$ cat src/rtl/fb_write_arbiter.sv
// Two-requester framebuffer write arbiter with locked bursts and a registered RAM write port.
// Define FB_ARB_ROUND_ROBIN_EN to break IDLE ties by round robin; otherwise requester 0 wins ties.
module fb_write_arbiter #(
  parameter int ADDR_W    = 11,
  parameter int DATA_W    = 16,
  parameter int MAX_BURST = 64
) (
  input  logic              clk_in,
  input  logic              reset,
  input  logic              req0_valid,
  input  logic              req1_valid,
  input  logic              req0_lock,
  input  logic              req1_lock,
  input  logic [ADDR_W-1:0] req0_addr,
  input  logic [ADDR_W-1:0] req1_addr,
  input  logic [DATA_W-1:0] req0_data,
  input  logic [DATA_W-1:0] req1_data,
  output logic              req0_ready,
  output logic              req1_ready,
  output logic [ADDR_W-1:0] ram_address,
  output logic [DATA_W-1:0] ram_data_out,
  output logic              ram_write_enable,
  output logic              ram_clk_enable,
  output logic              grant_id,
  output logic              busy,
  output logic [1:0]        o_dbg_state
);

  // Handshake: a beat transfers in any cycle where reqx_valid and reqx_ready are both high;
  // valid must not depend on ready, ready may depend on valid (only in IDLE).

  typedef enum logic [1:0] {
    IDLE = 2'd0,
    OWN0 = 2'd1,
    OWN1 = 2'd2
  } state_t;

  localparam logic [7:0] MAX_B = 8'(MAX_BURST);

  state_t            r_state;
  logic [7:0]        r_burst_cnt;
  logic              r_last_grant;
  logic              r_we;
  logic [ADDR_W-1:0] r_addr;
  logic [DATA_W-1:0] r_data;

  logic              w_sel;
  logic              w_acc0;
  logic              w_acc1;
  logic [7:0]        w_cnt_inc;

  always_comb begin
    w_sel = 1'b0;
    if (req0_valid && req1_valid) begin
`ifdef FB_ARB_ROUND_ROBIN_EN
      w_sel = ~r_last_grant;
`else
      w_sel = 1'b0;
`endif
    end else if (req1_valid) begin
      w_sel = 1'b1;
    end
  end

  // Readies are forced low during reset so no beat is taken in that cycle.
  always_comb begin
    req0_ready = 1'b0;
    req1_ready = 1'b0;
    if (!reset) begin
      case (r_state)
        IDLE: begin
          req0_ready = req0_valid && !w_sel;
          req1_ready = req1_valid && w_sel;
        end
        OWN0:    req0_ready = 1'b1;
        OWN1:    req1_ready = 1'b1;
        default: ;
      endcase
    end
  end

  assign w_acc0    = req0_valid && req0_ready;
  assign w_acc1    = req1_valid && req1_ready;
  assign w_cnt_inc = r_burst_cnt + 8'd1;

  always_ff @(posedge clk_in) begin
    if (reset) begin
      r_state      <= IDLE;
      r_burst_cnt  <= 8'd0;
      r_last_grant <= 1'b1;
      r_we         <= 1'b0;
      r_addr       <= '0;
      r_data       <= '0;
    end else begin
      r_we <= w_acc0 || w_acc1;
      if (w_acc0) begin
        r_addr       <= req0_addr;
        r_data       <= req0_data;
        r_last_grant <= 1'b0;
      end else if (w_acc1) begin
        r_addr       <= req1_addr;
        r_data       <= req1_data;
        r_last_grant <= 1'b1;
      end

      case (r_state)
        IDLE: begin
          if (w_acc0 && req0_lock) begin
            r_state     <= OWN0;
            r_burst_cnt <= 8'd1;
          end else if (w_acc1 && req1_lock) begin
            r_state     <= OWN1;
            r_burst_cnt <= 8'd1;
          end
        end
        OWN0: begin
          if (w_acc0) r_burst_cnt <= w_cnt_inc;
          // Dropping lock releases ownership even if this cycle's beat is still written.
          if (!req0_lock || (w_acc0 && (w_cnt_inc == MAX_B))) r_state <= IDLE;
        end
        OWN1: begin
          if (w_acc1) r_burst_cnt <= w_cnt_inc;
          if (!req1_lock || (w_acc1 && (w_cnt_inc == MAX_B))) r_state <= IDLE;
        end
        default: r_state <= IDLE;
      endcase
    end
  end

  assign ram_address      = r_addr;
  assign ram_data_out     = r_data;
  assign ram_write_enable = r_we;
  assign ram_clk_enable   = r_we;
  assign grant_id         = r_last_grant;
  assign busy             = (r_state != IDLE) || r_we;
  assign o_dbg_state      = r_state;

endmodule

$ cat config.mk
export PLATFORM = sky130hd
export DESIGN_NAME = fb_write_arbiter
export DESIGN_NICKNAME = d
export VERILOG_FILES = /design/src/rtl/fb_write_arbiter.sv
export SDC_FILE = /design/constraint.sdc
export NUM_CORES = 1
export LEC_CHECK = 0
export CORE_ASPECT_RATIO = 0.7
export CORE_MARGIN = 1.5
export CORE_UTILIZATION = 41
export DETAILED_ROUTE_END_ITERATION = 6
export GPL_TIMING_DRIVEN = 0
export PLACE_DENSITY = 0.75
export SLEW_MARGIN = 20
export SYNTH_ARGS = -nofsm -noshare
export SYNTH_HDL_FRONTEND = slang
export SYNTH_SLANG_ARGS = --single-unit
export TNS_END_PERCENT = 30
$ cat constraint.sdc
create_clock -name clk_in -period 2.6 [get_ports clk_in]
set_input_delay 0.26 -clock clk_in [delete_from_list [all_inputs] [get_ports clk_in]]
set_output_delay 0.26 -clock clk_in [all_outputs]
set_load 0.02 [all_outputs]
Yosys cells after proc, flatten, opt, wreduce, memory -nomap -nowiden --
Index checks and enable logic that the tools add are counted.
Operators by class: muxes and demuxes 22, add/subtract/negate cells 1, reduce and logical (&&, ||, !) cells 22, equal/unequal tests 8
Operators by type and width (number):
- 2-to-1 mux 16 bit | 2
- 2-to-1 mux 8 bit | 4
- case mux 8 bit (3 select lines) | 1
- 2-to-1 mux 11 bit | 2
- logical AND 1 bit | 9
- adder 8 x 1 -> 8 bit, second input constant | 1
- equality test 8 x 7 -> 1 bit, second input constant | 1
- 2-to-1 mux 2 bit | 4
- != test 2 bit, second input constant | 4
- 2-to-1 mux 1 bit | 6
- case mux 2 bit (3 select lines) | 1
- logical OR 1 bit | 4
- case mux 1 bit (2 select lines) | 2
- AND reduction 4 bit | 1
- nonzero test 2 bit | 2
- logical NOT 1 bit | 3
- != test 3 bit, second input constant | 1
- AND reduction 3 bit | 1
- nonzero test 3 bit | 1
- equality test 2 x 1 -> 1 bit, second input constant | 1
- equality test 2 bit, second input constant | 1
- logical NOT 2 bit | 1
Word-level totals: output and inout bits 35, bits in registers 39, word-level logic and storage cells 59, input port bits 60

Depth between registers and ports, before layout --
Gate-level depths: netlist (run 1).
depth after elaboration 11, depth in mapped cells 9, gate-level depth less buffers 7

Worst setup path after synthesis (run 1) --
Ideal clock, no wire load.
path type reg2reg, start register r_state[0] (netlist: o_dbg_state[0]), end register r_burst_cnt[2], path slack 0.514 ns, stages on the path, launching flop included 10, data required time 2.484 ns, clock period less this slack 2.086 ns, data arrival time 1.970 ns, buffers on the path 2, setup time 0.116 ns, path through dfxtp_1 inv_1 ha_1 nor2_1 o31ai_4 a21o_1 buf_6 and3_1 buf_4 a41o_1
On the way: longest elaborated chain between the ends 7, elaborated cells between the ends (all ways) 18, those cells by class eq/ne (5); mux (6); reduce/logical (7)
RTL lines:
- start: declaration | RTL line 40 | state_t r_state;
- start signal: assignment | RTL line 88 | r_state <= IDLE;
- start signal: assignment | RTL line 109 | r_state <= OWN0;
- start signal: assignment | RTL line 112 | r_state <= OWN1;
- equality test 2 x 1 -> 1 bit, or another cell as far along | RTL line 70, 106
- case mux 1 bit (2 select lines) | RTL line 70 | case (r_state)
- 2-to-1 mux 1 bit | RTL line 69 | if (!reset) begin
- logical AND 1 bit (on tied branches) | RTL line 82, 83
- logical AND 1 bit (on tied branches) | RTL line 108, 111
- != test 3 bit (no source line) or 2-to-1 mux 8 bit (tied branches)
- AND reduction 4 bit (no source line) or case mux 8 bit (3 select lines) (tied branches)
- end signal: assignment | RTL line 117 | if (w_acc0) r_burst_cnt <= w_cnt_inc;
- end signal: assignment | RTL line 122 | if (w_acc1) r_burst_cnt <= w_cnt_inc;
- end: declaration | RTL line 41 | logic [7:0] r_burst_cnt;
Parallel ways exist; a longest one is shown, timed or not. A chain may end at the register's enable or synchronous reset.

Worst setup path after layout (run 1) --
start input port reset, end output port req0_ready
On the way: longest elaborated chain between the ends 1
RTL lines:
- start: declaration | RTL line 9 | input logic reset,
- 2-to-1 mux 1 bit | RTL line 69
- end: declaration | RTL line 18 | output logic req0_ready,
No other way between the ends.

==> results.py, run 1 <==
metrics = {
    "critical_path": {
        "rr_startpoint": "o_dbg_state[0]$_SDFFE_PP0P_",
        "cp-start-kind": "input port",
        "end_kind": "primary output",
        "cp_max_fo": 10,
        "required_ns": 2.34,
        "critPathLaunch": "reset",
        "worst-setup-path-type": "in2out",
        "cp.arrival_ns": 2.21,
    },
    "logic_synthesis": {
        "ys_types": 41,
        "synth.largest_area_cell": "dfxtp_1",
        "yosys.area_share.simple_pct": 15.56,
        "synthTopCellsByArea": "dfxtp_1, mux2i_1, a211oi_1, nor2_1, ha_1",
        "avgSynthCellArea_sq_um": 8.980,
        "synth_top_area_share_pct": 37.64,
        "synth_edf_count": 0,
        "ys_warn_count": 0,
        "synthAdderAreaFrac_pct": 3.619,
        "ys_seq_area_share_pct": 37.64,
        "yosysMostFrequentCell": "dfxtp_1",
        "synth-main-ff-cell": "dfxtp_1",
        "synth_compound_area_share_pct": 23.88,
        "synthTopCellsByCount": "dfxtp_1, nor2_1, a211oi_1, mux2i_1",
        "synth-xor-area-share_pct": 0,
        "synth_top_family_by_area": "compound AO/OA/AOI/OAI gates",
        "synth_seq_cells": 39,
        "syn_area_sq_mm": 0.002074,
        "async_flop_share_pct": 0,
        "synthCells": 231,
        "synth_nets": 297,
        "synth_mux_area_share_pct": 13.51,
    },
    "power": {
        "share_comb_of_total_power_pct": 48.7,
        "power_mw": 2.467,
        "power_density_mw_per_mm2": 769.2,
        "switchingPower_mw": 0.9273,
        "seqPwrFrac_pct": 32.5,
        "clockPowerShare_pct": 18.8,
        "p_int_mw": 1.539,
        "ir_drop_uv": 581.6,
        "p_leak_nw": 1.352,
        "p_sw_share_pct": 37.59,
    },
    "cts": {
        "cts-buffers-inserted": 5,
        "clkTransAtPathRegs_ns": 0.08,
        "cts.sinks": 39,
        "cts_tree": "done",
        "clockBufferDepth": 2,
        "clockRootBuffer": "clkbuf_8",
        "clock_latency_ns": 0.29,
        "htree_num_levels": 2,
        "hold_buffers": 0,
    },
    "sta": {
        "clock.fmax_ghz": 0.4051,
        "setup_viol": 0,
        "final_hold_viol_count": 0,
        "drv_slew": 0,
        "rsz0062_at_grt": "no",
        "clock_skew_ns": 0.003843,
        "period_share_pct": 94.95,
        "period_minus_slack_ns": 2.469,
        "slew_headroom_pct": 60.83,
        "worstMarginPinSlew_ns": 0.5876,
    },
    "job": {
        "cap_violations": 0,
    },
    "route": {
        "drt-total-wl_microns": 6396,
        "wl_per_cell_microns": 15.91,
        "dr.first_iter.drc_count": 124,
        "drc": 0,
        "ant_nets": 0,
        "via_per_inst": 5.423,
        "drt_first_pass_iters": 4,
        "via_count": 2180,
    },
    "grt": {
        "grt.total_usage_pct": 23.73,
        "grt_max_degree": 13,
        "grt_first_pass_wirelength_microns": 10140,
        "grt_pass1_vias": 2001,
        "antenna_found_initial": 0,
        "gr-total-overflow": 0,
    },
    "floorplanning": {
        "io_pins": 95,
        "die-area_sq_mm": 0.005503,
        "initial_utilization_pct": 42.91,
        "core_sq_mm": 0.004835,
        "fp.dieH_microns": 62.52,
        "row_count": 21,
        "fp.dieW_microns": 88.02,
    },
    "placed_design": {
        "dp_hpwl_microns": 4804,
        "portBuffers": 94,
        "dpl_cell_area_sq_mm": 0.003102,
        "gp_congestion": 0.9499,
    },
    "run_status": {
        "status": "completed",
    },
    "hold_path": {
        "hp-start": "grant_id$_SDFFE_PP1P_",
        "hold_class": "reg2reg",
    },
    "finish": {
        "nFillCells": 439,
        "stdcell_area_sq_mm": 0.003207,
        "post_route_cells_drive_above_1_share_pct": 7.808,
        "final_nets": 398,
        "seqCellArea_sq_um": 780.7,
        "multi_input_comb_area_sq_mm": 0.001174,
        "areaGrowthSynthToFinish_pct": 54.58,
        "num_antenna_cells": 0,
    },
}
power by group through the flow:
stage	logic (mW)	registers (mW)	clock network (mW)
after floorplan	0.571	0.943	0
after global placement	1.18	0.809	0
after detailed placement	1.19	0.815	0
after CTS	1.20	0.801	0.474
after global routing	1.30	0.818	0.493
final	1.20	0.801	0.464
layout make-up:
type,count,area share [%]
sequential,39,24.35
inverter,9,1.053
clock buffer,7,3.004
multi-input combinational,167,36.60
timing repair buffer,94,29.34
tap,69,2.692
clock inverter,1,0.2341
buffer,16,2.731
layer usage:
layer | GRT usage (%) | wire [microns] | part of all wire, % | vias up
met5 | 0 | 0 | 0 | -
met4 | 5.469 | 46 | 0.72 | 0
met3 | 4.756 | 424 | 6.6 | 4
met2 | 35.59 | 2817 | 44 | 82
met1 | 34.86 | 3108 | 49 | 1039
li1 | - | - | - | 1055
layout by cell type (no fill, tap or decap), types with 2 or more instances in the layout:
cell	instances
a32o_1	3
a21oi_1	10
a41o_1	2
o21ai_1	2
o21ai_0	3
ha_1	6
clkbuf_8	7
buf_4	4
nor3_1	6
a311oi_1	2
dfxtp_1	39
mux2i_1	28
a211oi_1	29
clkdlybuf4s50_1	94
nand2_1	10
buf_2	4
inv_1	9
nand4_1	2
buf_1	2
and3_1	2
clkbuf_1	5
nand3_1	6
nor2_1	31
a31oi_1	2
nand2b_1	5
a21o_1	2
sequential cells by signal (all words and copies together) (netlist names):
signal and cells:
ram_data_out 16, ram_address 11, r_burst_cnt 8, o_dbg_state 2
grant_id 1, ram_clk_enable 1
worst max-delay path: stages:
cell	delay, ns
clkdlybuf4s50_1	0.55
clkbuf_1	0.44
buf_2	0.33
nor2_1	0.08
clkdlybuf4s50_1	0.54
worst paths after layout:
path                                         to  slack, ns  cells past startpoint
setup / recovery                     req0_ready       0.13                      5
hold / removal            grant_id$_SDFFE_PP1P_       0.51                      2
setup reg to reg  ram_data_out[12]$_SDFFE_PP0P_       0.43                      8
hold reg to reg           grant_id$_SDFFE_PP1P_       0.51                      2
repair_timing:
item	in CTS	in global routing
gates resized for setup	1	0
buffers inserted	0	0
endpoints found under the setup margin	2	0
per-stage QoR:
stage / hold WS [ns] / std cells / TNS (ns) / util, % / setup WS [ns]
final: 0.5146 / 402 / 0 / 66.33 / 0.1312
after CTS: 0.5146 / 402 / 0 / 66.33 / 0.1417
after global placement: 0.4948 / 394 / -0.05109 / 64.16 / -0.03623
after global routing: 0.5518 / 402 / 0 / 66.33 / 0.06143
after floorplan: 0.4262 / 231 / 0 / - / 0.5139
after detailed placement: 0.5005 / 394 / -0.03313 / 64.16 / -0.02447
cell families after synthesis:
kind of cell               Yosys count
DFF                                 39
AOI/OAI and AO/OA                   65
buffers and inverters               25
adders and majority gates            6
muxes                               28
and+or+nand+nor                     68
(Power assumes the default switching activity.)
==> run 2: changes to the inputs <==
--- a/config.mk
+++ b/config.mk
@@ -10,7 +10,8 @@
 export CORE_UTILIZATION = 41
 export DETAILED_ROUTE_END_ITERATION = 6
 export GPL_TIMING_DRIVEN = 0
-export PLACE_DENSITY = 0.75
+export PLACE_DENSITY = 0.85
+export SETUP_SLACK_MARGIN = 0.02
 export SLEW_MARGIN = 20
 export SYNTH_ARGS = -nofsm -noshare
 export SYNTH_HDL_FRONTEND = slang
==> run 2 against run 1 <==
Against the previous run:
- maximum frequency fell by 0.24%
- global-route usage rose by 0.32 points
- count of clock-buffer cells in the layout fell by 1
- critical endpoint is now req1_ready
- final area rose by 0.90%
- sequential cell count did not move
- critical path depth did not move
- first-iteration DRC count rose by 14%
- worst hold slack improved by 0.013 ns
- sequential share of layout area fell by 0.22 points
- clock skew rose by 0.0047 ns
- non-clock buffer count did not move
- largest cell class unchanged
==> results.py, run 2 (synthesized netlist as in run 1, its figures left out) <==
metrics = {
    "floorplanning": {
        "initial_utilization_pct": 42.91,
        "fp.dieH_microns": 62.52,
        "io_pins": 95,
        "die-area_sq_mm": 0.005503,
        "fp.dieW_microns": 88.02,
        "row_count": 21,
        "core_sq_mm": 0.004835,
    },
    "cts": {
        "clockRootBuffer": "clkbuf_8",
        "htree_num_levels": 2,
        "clockBufferDepth": 2,
        "cts_setup_buffers": 0,
        "cts-buffers-inserted": 5,
        "clkTransAtPathRegs_ns": 0.08,
        "cts.sinks": 39,
        "clock_latency_ns": 0.29,
        "ctsResizeCount": 1,
        "cts_tree": "done",
        "hold_buffers": 0,
    },
    "critical_path": {
        "cp.arrival_ns": 2.21,
        "end_kind": "primary output",
        "worst-setup-path-type": "in2out",
        "cp-start-kind": "input port",
        "required_ns": 2.34,
        "cp_max_fo": 10,
    },
    "grt": {
        "gr-total-overflow": 0,
        "grt_pass1_vias": 2205,
        "antenna_found_initial": 0,
        "grt_first_pass_wirelength_microns": 10430,
        "grt.total_usage_pct": 24.05,
        "grt_max_degree": 13,
    },
    "placed_design": {
        "gp_congestion": 0.8705,
        "dpl_cell_area_sq_mm": 0.003102,
        "dp_hpwl_microns": 4927,
        "portBuffers": 94,
    },
    "finish": {
        "num_antenna_cells": 0,
        "seqCellArea_sq_um": 780.7,
        "multi_input_comb_area_sq_mm": 0.001174,
        "nFillCells": 411,
        "final_nets": 398,
        "areaGrowthSynthToFinish_pct": 55.97,
        "final_cell_mix": "clkdlybuf4s50_1, dfxtp_1, nor2_1, a211oi_1, mux2i_1",
        "post_route_cells_drive_above_1_share_pct": 7.508,
        "stdcell_area_sq_mm": 0.003236,
        "mostFrequentLayoutCell": "clkdlybuf4s50_1",
        "largest_reg_flops": 16,
    },
    "route": {
        "drt-total-wl_microns": 6504,
        "wl_per_cell_microns": 16.18,
        "dr.first_iter.drc_count": 141,
        "ant_nets": 0,
        "via_per_inst": 5.440,
        "drt_first_pass_iters": 4,
        "via_count": 2187,
        "drc": 0,
    },
    "sta": {
        "clock_skew_ns": 0.008568,
        "setup_viol": 0,
        "slew_headroom_pct": 61.45,
        "period_share_pct": 95.18,
        "rsz0062_at_grt": "no",
        "final_hold_viol_count": 0,
        "clock.fmax_ghz": 0.4041,
        "worstMarginPinSlew_ns": 0.5783,
        "drv_slew": 0,
        "period_minus_slack_ns": 2.475,
    },
    "power": {
        "power_density_mw_per_mm2": 807.7,
        "ir_drop_uv": 402.0,
        "p_leak_nw": 1.367,
        "power_mw": 2.613,
    },
    "job": {
        "cap_violations": 0,
    },
    "hold_path": {
        "hold_class": "reg2reg",
    },
    "run_status": {
        "status": "completed",
    },
}
run 2: worst paths after layout:
| path | cells past startpoint | startpoint | to | slack (ns) |
|---|---|---|---|---|
| min reg2reg | 2 | grant_id$_SDFFE_PP1P_ | grant_id$_SDFFE_PP1P_ | 0.53 |
| max reg2reg | 8 | o_dbg_state[0]$_SDFFE_PP0P_ | ram_data_out[9]$_SDFFE_PP0P_ | 0.47 |
| min | 2 | grant_id$_SDFFE_PP1P_ | grant_id$_SDFFE_PP1P_ | 0.53 |
| max | 5 | reset | req1_ready | 0.13 |
run 2: report_power, final:
group | total, mW | internal [mW] | switching [mW]
Clock | 0.606 | 0.384 | 0.223
Combinational | 1.20 | 0.578 | 0.625
Sequential | 0.803 | 0.720 | 0.0836
run 2: layout make-up:
cell class	instances	share of cell area, %
Multi-Input combinational cell	167	36.27
Timing Repair Buffer	94	29.08
Sequential cell	39	24.13
Buffer	16	2.707
Tap cell	69	2.668
Clock buffer	6	2.243
Clock inverter	2	1.856
Inverter	9	1.044
run 2: critical path: stages:
cell and delay [ns]:
clkdlybuf4s50_1 0.58, clkbuf_1 0.43, buf_2 0.33, a21oi_1 0.07, clkdlybuf4s50_1 0.54
run 2: routing by layer:
| metal | global-route usage (%) | vias to the layer above | routed length, microns |
|---|---|---|---|
| met4 | 9.375 | 0 | 148 |
| met1 | 30.40 | 1046 | 2968 |
| met2 | 40.17 | 72 | 3083 |
| met5 | 0 | - | 0 |
| met3 | 4.491 | 13 | 303 |
| li1 | - | 1056 | - |
run 2: metrics by stage:
stage | setup slack [ns] | hold WS (ns) | setup TNS, ns | util, % | cells
3_5_place_dp | -0.02860 | 0.5146 | -0.05553 | 64.16 | 394
5_1_grt | 0.02220 | 0.5576 | 0 | 66.93 | 402
2_1_floorplan | 0.5139 | 0.4262 | 0 | - | 231
3_3_place_gp | -0.01204 | 0.4992 | -0.01231 | 64.16 | 394
6_report | 0.1253 | 0.5277 | 0 | 66.93 | 402
4_1_cts | 0.1283 | 0.5258 | 0 | 66.93 | 402
==> run 3: changes to the inputs <==
--- a/config.mk
+++ b/config.mk
@@ -5,6 +5,7 @@
 export SDC_FILE = /design/constraint.sdc
 export NUM_CORES = 1
 export LEC_CHECK = 0
+export CAP_MARGIN = 15
 export CORE_ASPECT_RATIO = 0.7
 export CORE_MARGIN = 1.5
 export CORE_UTILIZATION = 41
@@ -12,6 +13,7 @@
 export GPL_TIMING_DRIVEN = 0
 export PLACE_DENSITY = 0.85
 export SETUP_SLACK_MARGIN = 0.02
+export SKIP_CTS_REPAIR_TIMING = 1
 export SLEW_MARGIN = 20
 export SYNTH_ARGS = -nofsm -noshare
 export SYNTH_HDL_FRONTEND = slang
==> run 3 against run 2 <==
Against the previous run:
- critical endpoint unchanged
- sequential power hardly changed
- first-iteration DRC count is 1.4% lower
- register-to-register slack hardly changed
- clock skew is 0.0013 ns lower
- final cell count stayed put
- non-clock buffer count stayed put
- routed wire length is 0.34% lower
- setup slack better by 0.15 ns
- highest routed layer unchanged
- combinational power hardly changed
- worst hold slack hardly changed
==> results.py, run 3 (synthesized netlist as in run 1, its figures left out) <==
metrics = {
    "critical_path": {
        "worstRegToRegCells": 8,
        "worst-path-buf-inv": 4,
        "path_cells": "clkdlybuf4s50_1 -> clkbuf_2 -> clkbuf_2 -> a21oi_1 -> clkdlybuf4s50_1",
        "worstReg2RegEnd": "ram_data_out[9]$_SDFFE_PP0P_",
        "cp-start-kind": "input port",
        "end_kind": "primary output",
        "r2r_slack_ns": 0.47,
        "worst-setup-path-type": "in2out",
        "crit_path_top_delay_cell": "clkdlybuf4s50_1",
        "max_stage_delay_ns": 0.62,
        "cp.arrival_ns": 2.07,
        "required_ns": 2.34,
        "rr_startpoint": "o_dbg_state[0]$_SDFFE_PP0P_",
        "critical-path-top-delay-family": "buffers and inverters",
        "cp_max_fo": 10,
    },
    "route": {
        "wl_per_cell_microns": 16.12,
        "drt-total-wl_microns": 6482,
        "via_per_inst": 5.430,
        "ant_nets": 0,
        "dr.first_iter.drc_count": 139,
        "drc": 0,
        "via_count": 2183,
        "drt_first_pass_iters": 4,
    },
    "grt": {
        "gr-total-overflow": 0,
        "antenna_found_initial": 0,
        "grt_pass1_vias": 2205,
        "grt_max_degree": 13,
        "grt.total_usage_pct": 24.05,
        "grt_first_pass_wirelength_microns": 10430,
    },
    "run_status": {
        "status": "completed",
    },
    "cts": {
        "clockRootBuffer": "clkbuf_8",
        "clock_latency_ns": 0.29,
        "cts.sinks": 39,
        "clkTransAtPathRegs_ns": 0.08,
        "cts-buffers-inserted": 5,
        "clockBufferDepth": 2,
        "htree_num_levels": 2,
        "cts_tree": "done",
    },
    "finish": {
        "final_nets": 398,
        "final_cell_mix": "clkdlybuf4s50_1, dfxtp_1, nor2_1, a211oi_1, mux2i_1",
        "mostFrequentLayoutCell": "clkdlybuf4s50_1",
        "num_antenna_cells": 0,
        "final_util_pct": 66.95,
        "post_route_cells_drive_above_1_share_pct": 7.808,
        "largest_reg_flops": 16,
        "areaGrowthSynthToFinish_pct": 56.03,
    },
    "placed_design": {
        "portBuffers": 94,
        "gp_congestion": 0.8705,
        "dp_hpwl_microns": 4927,
    },
    "sta": {
        "drv_slew": 0,
        "rsz0062_at_grt": "no",
        "clock_skew_ns": 0.007306,
        "period_minus_slack_ns": 2.329,
        "slew_headroom_pct": 62.51,
        "setup_viol": 0,
        "worstMarginPinSlew_ns": 0.5623,
        "clock.fmax_ghz": 0.4294,
        "hold_slack_ns": 0.5274,
        "final_hold_viol_count": 0,
        "period_share_pct": 89.56,
    },
    "floorplanning": {
        "io_pins": 95,
        "initial_utilization_pct": 42.91,
        "fp.dieW_microns": 88.02,
        "row_count": 21,
        "fp.dieH_microns": 62.52,
        "core_sq_mm": 0.004835,
        "die-area_sq_mm": 0.005503,
    },
    "hold_path": {
        "hp-start": "grant_id$_SDFFE_PP1P_",
        "hold_class": "reg2reg",
        "worstHoldEndpoint": "grant_id$_SDFFE_PP1P_",
        "whs_path_depth": 2,
    },
    "power": {
        "ir_drop_uv": 402.0,
        "power_density_mw_per_mm2": 806.6,
        "p_leak_nw": 1.370,
    },
    "job": {
        "cap_violations": 0,
    },
}
run 3: cell types whose count changed in the layout (fill, tap and decap cells not counted):
cell      before  now
clkbuf_1       6    5
buf_2          4    3
clkbuf_2       0    2
run 3: worst max path at each step:
stage | from | end | slack [ns] | depth (start not counted)
floorplan | o_dbg_state[0]$_SDFFE_PP0P_ | r_burst_cnt[2]$_SDFFE_PP0P_ | 0.51 | 9
global placement | reset | req0_ready | -0.01 | 5
detailed placement | reset | req1_ready | -0.03 | 5
CTS | reset | req1_ready | -0.04 | 5
global route | reset | req1_ready | 0.18 | 5
finish | reset | req1_ready | 0.27 | 5
run 3: layer usage:
metal	track usage, %	wire length [microns]	vias to the layer above
met3	4.491	301	13
met5	0	0	-
li1	-	-	1055
met4	9.375	148	0
met2	40.17	3083	69
met1	30.40	2948	1046
run 3: layout make-up:
type	instances	area, sq um
Buffer	16	88.84
Clock buffer	6	72.57
Multi-Input combinational cell	167	1174
Clock inverter	2	60.06
Timing Repair Buffer	94	940.9
Fill cell	410	1598
Sequential cell	39	780.7
Tap cell	69	86.33
Inverter	9	33.78
run 3: through the flow:
stage	total power [mW]	TNS [ns]	cell area, sq um	instances	setup WS, ns
after floorplan	1.514	0	2074	231	0.5139
after global placement	1.971	-0.01231	3102	394	-0.01204
after detailed placement	2.003	-0.05553	3102	394	-0.02860
after CTS	2.613	-0.08626	3234	402	-0.04348
after global routing	2.749	0	3237	402	0.1776
final	2.611	0	3237	402	0.2714
run 3: worst register-to-register path, stage by stage (launching register included):
cell and delay (ns):
dfxtp_1 0.41, inv_1 0.10, ha_1 0.30, a21oi_1 0.17
or2_2 0.12, buf_2 0.20, buf_1 0.39, nor2_1 0.09
a211oi_1 0.24
run 3: power by group:
part | internal (mW) | switching [mW]
Combinational | 0.578 | 0.624
Clock | 0.384 | 0.222
Sequential | 0.720 | 0.0833
